File: src/rtl/ringbuf2daq.sv
// ringbuf2daq: read side of the DCFEB sample ring buffer.
// Fetches NSAMP x 16 words per L1A descriptor and streams them to the DAQ FIFO.
module ringbuf2daq #(
   parameter int RB_AW = 11
) (
   input  logic             CLK,
   input  logic             RST,
   input  logic             EVT_RDY,
   input  logic [RB_AW-1:0] EVT_ADDR,
   input  logic [4:0]       NSAMP,
   output logic             EVT_ACK,
   output logic             RB_REN,
   output logic [RB_AW-1:0] RB_RADDR,
   input  logic [11:0]      RB_DIN,
   input  logic             OUT_AFULL,
   output logic [11:0]      DOUT,
   output logic             DOUT_WE,
   output logic             DOUT_FIRST,
   output logic             DOUT_LAST,
   output logic             BUSY,
   output logic             DONE
);

   typedef enum logic [2:0] {
      S_IDLE,
      S_LOAD,
      S_READ,
      S_DRAIN,
      S_DONE
   } state_t;

   localparam logic [RB_AW-1:0] ADDR_ONE = {{(RB_AW-1){1'b0}}, 1'b1};

   state_t           state;
   logic [RB_AW-1:0] addr;
   logic [9:0]       icnt;
   logic             first_pend;
   logic             v1;
   logic             f1;
   logic             l1;
   logic             issue;
   logic             last_issue;

   // Backpressure gates the issue in the same cycle; in-flight reads still land.
   assign issue      = (state == S_READ) && !OUT_AFULL;
   assign last_issue = (icnt == 10'd1);
   assign RB_REN     = issue;
   assign RB_RADDR   = addr;

   always_ff @(posedge CLK) begin
      if (RST) begin
         state      <= S_IDLE;
         addr       <= '0;
         icnt       <= '0;
         first_pend <= 1'b0;
         v1         <= 1'b0;
         f1         <= 1'b0;
         l1         <= 1'b0;
         DOUT       <= '0;
         DOUT_WE    <= 1'b0;
         DOUT_FIRST <= 1'b0;
         DOUT_LAST  <= 1'b0;
         EVT_ACK    <= 1'b0;
         BUSY       <= 1'b0;
         DONE       <= 1'b0;
      end else begin
         EVT_ACK    <= 1'b0;
         DONE       <= 1'b0;
         v1         <= issue;
         f1         <= issue && first_pend;
         l1         <= issue && last_issue;
         DOUT_WE    <= v1;
         DOUT_FIRST <= f1;
         DOUT_LAST  <= l1;
         if (v1) DOUT <= RB_DIN;

         unique case (state)
            S_IDLE: begin
               if (EVT_RDY) begin
                  state   <= S_LOAD;
                  EVT_ACK <= 1'b1;
                  BUSY    <= 1'b1;
               end
            end
            S_LOAD: begin
               addr       <= EVT_ADDR;
               icnt       <= (NSAMP == 5'd0) ? 10'd512 : {1'b0, NSAMP, 4'd0};
               first_pend <= 1'b1;
               state      <= S_READ;
            end
            S_READ: begin
               if (issue) begin
                  addr       <= addr + ADDR_ONE;
                  icnt       <= icnt - 10'd1;
                  first_pend <= 1'b0;
                  if (last_issue) state <= S_DRAIN;
               end
            end
            S_DRAIN: begin
               if (DOUT_WE && DOUT_LAST) begin
                  state <= S_DONE;
                  DONE  <= 1'b1;
               end
            end
            S_DONE: begin
               state <= S_IDLE;
               BUSY  <= 1'b0;
            end
            default: state <= S_IDLE;
         endcase
      end
   end

endmodule
File: config.mk
export PLATFORM = sky130hd
export DESIGN_NAME = ringbuf2daq
export DESIGN_NICKNAME = d
export VERILOG_FILES = /design/src/rtl/ringbuf2daq.sv
export SDC_FILE = /design/constraint.sdc
export NUM_CORES = 1
export LEC_CHECK = 0
export BUFFER_PORTS_ARGS = -buffer_cell sky130_fd_sc_hd__buf_2
export CAP_MARGIN = 20
export CORE_ASPECT_RATIO = 1.5
export CORE_MARGIN = 8
export CORE_UTILIZATION = 47
export DETAILED_ROUTE_END_ITERATION = 10
export PLACE_DENSITY = 0.73
export REMOVE_ABC_BUFFERS = 1
export SETUP_SLACK_MARGIN = 0.02
export SLEW_MARGIN = 15
export SYNTH_ARGS = -nofsm -noshare
export SYNTH_HDL_FRONTEND = slang
export SYNTH_SLANG_ARGS = --single-unit
File: constraint.sdc
create_clock -name CLK -period 2.5 [get_ports CLK]
set_input_delay 0.25 -clock CLK [delete_from_list [all_inputs] [get_ports CLK]]
set_output_delay 0.25 -clock CLK [all_outputs]
set_load 0.02 [all_outputs]
==> results.toml <==
[outcome]
status = "finished, final reports clean"

[run]
drv_cap = 0

[logic_synthesis]
ys_seq_area_frac = 0.422
synth-async-reset-ratio = 0
synth-warning-count = 0
synth_common_cells = "46 x dfxtp_1, 24 x nor2_1, 17 x a21oi_1"
synthesis.area_um2 = 2180
syn_area_per_cell_um2 = 8.84
yosysMostFrequentCell = "dfxtp_1"
ys_ff_latch = 46
syn_inst = 247
ys_types = 54
synthDominantCellAreaShare = 0.422
synth_area_leaders = "dfxtp_1 42%, mux2i_1 6.0%, nor2_1 4.1%"
synth_edf_count = 0
yosysTopAreaCell = "dfxtp_1"
synth_ff_type = "dfxtp_1"

[sta]
max_freq_ghz = 0.479
setup-violations-final = 0
period_needed_ps = 2090
period_share = 0.834
slew_violations = 0
rsz0062_at_grt = "no"
relSlewSlack = 0.507
hold_viol = 0
fin_skew_ps = 10.5
tightest_slew_ps = 738
setup_tns_ps = 0

[cts]
cts.sinks = 46
htreeDepth = 2
ctsHoldBuffers = 0
clk_pin_slew_ps = 90
cts_buffers = 5
cts.root.buffer_cell = "clkbuf_8"
postCtsSetupBuffers = 0
clk_latency_ps = 310
clk_path_buf_depth = 2
cts_tree = "done"
cts_resized = 0

[pwr]
peakVddDrop_v = 0.000384
power_leakage_nw = 1.04
power_per_cell_area_nw_per_um2 = 654
power_mw = 1.70

[global_routing]
first_global_vias = 2086
grt_usage = 0.161
antenna_found_initial = 0
grt_overflow = 0
grt_max_degree = 27
grt_pass1_wl_um = 9450

[detailed_routing]
wirelength_um = 5510
vias = 2046
drcViolationCount = 0
firstDrtPassIters = 4
avgRoutedWirePerCell_um = 15.6
vias_per_cell = 5.81
drtIter0Drc = 70
ant_nets = 0

[setup_path]
critPathCaptureType = "flop"
path_max_fanout = 17
critPathKind = "reg2reg"
worstPathRequired_ps = 2740
critPathArrivalTime_ps = 2320
cp-start-kind = "flop"

[cells_and_area]
syn2layout_area_growth_pct = 18.7
layout-drive-gt1-share = 0.280
n_fill_cell = 442
n_antenna_cell = 0
stdcell_count = 352
nets = 338
stdcell_area_um2 = 2590
final_core_util = 0.576

[place]
placed_area_um2 = 2500
port_buffers = 61
dp_cells = 344
place_congestion = 0.832
dp_hpwl_um = 4100

[floorplanning]
die_h_um = 99.5
rows = 30
dieArea_um2 = 7130
io_pins = 62
core_um2 = 4500
chipWidth_um = 71.7
start_util = 0.485

[min_path]
min_path_type = "in2reg"
per-layer routing:
metal | GRT usage | vias up | share of wire
li1 | - | 1023 | -
met1 | 0.178 | 966 | 0.42
met2 | 0.282 | 48 | 0.51
met3 | 0.0403 | 9 | 0.049
met4 | 0.0664 | 0 | 0.016
met5 | 0 | - | 0
logic make-up after synthesis:
logic type	Yosys count	share of synthesized area
buffers and inverters	25	0.0538
and+or+nand+nor	96	0.253
AOI/OAI and AO/OA	62	0.187
DFF	46	0.422
muxes	13	0.0596
adders and majority gates	3	0.0172
xor gates and xnor gates	2	0.00802
critical path, cell delays in order, from the launching register on:
cell,delay [ps]
dfxtp_1,470
nor4b_4,510
or2_1,550
nand2_1,270
o21ai_0,210
power by group:
part           total [mW]  switching, mW  internal (mW)
registers           0.855         0.0698          0.786
clock network       0.469          0.267          0.202
logic               0.372          0.218          0.154
total                1.70          0.555           1.14
cell usage in the layout (no fill, tap or decap), drive strengths merged, types with 4 or more instances in the layout:
cell and instances:
buf 66, dfxtp 46, nor2 24, a21oi 17
o21ai 15, nor3 14, mux2i 13, nand2 11
inv 9, nand3 8, a211oi 7, nor2b 5
clkbuf 5, or4 5, nand4 4, nor4 4
o32ai 4
through the flow:
| step | hold slack, ps | setup slack [ps] |
|---|---|---|
| finish | 177 | 414 |
| detailed placement | 432 | 441 |
| floorplan | 319 | 534 |
| global route | 185 | 243 |
| global placement | 418 | 533 |
| CTS | 176 | 433 |
registers in the layout (all words and copies together), names as in the netlist, 3 cells and up:
signal,flops
state,3
RB_RADDR,11
DOUT,12
icnt,10
cell type report:
cell class                 instances  area, um2  area share
clock buffer                       5       68.8      0.0265
clock inverter                     3       25.0     0.00965
inverter                           8       30.0      0.0116
multi-input combinational        176       1150       0.442
sequential                        46        921       0.355
tap                               48       60.1      0.0232
timing repair buffer              66        343       0.132
final timing paths:
kind | depth (start not counted) | start | endpoint | slack [ps]
worst max-delay path | 4 | state[2] | icnt[7] | 410
worst min-delay path | 3 | RB_DIN[5] | DOUT[5] | 180
worst max register to register | 4 | state[2] | icnt[7] | 410
worst min register to register | 1 | f1 | DOUT_FIRST | 450
No activity file was read; power rests on OpenSTA's default activity.
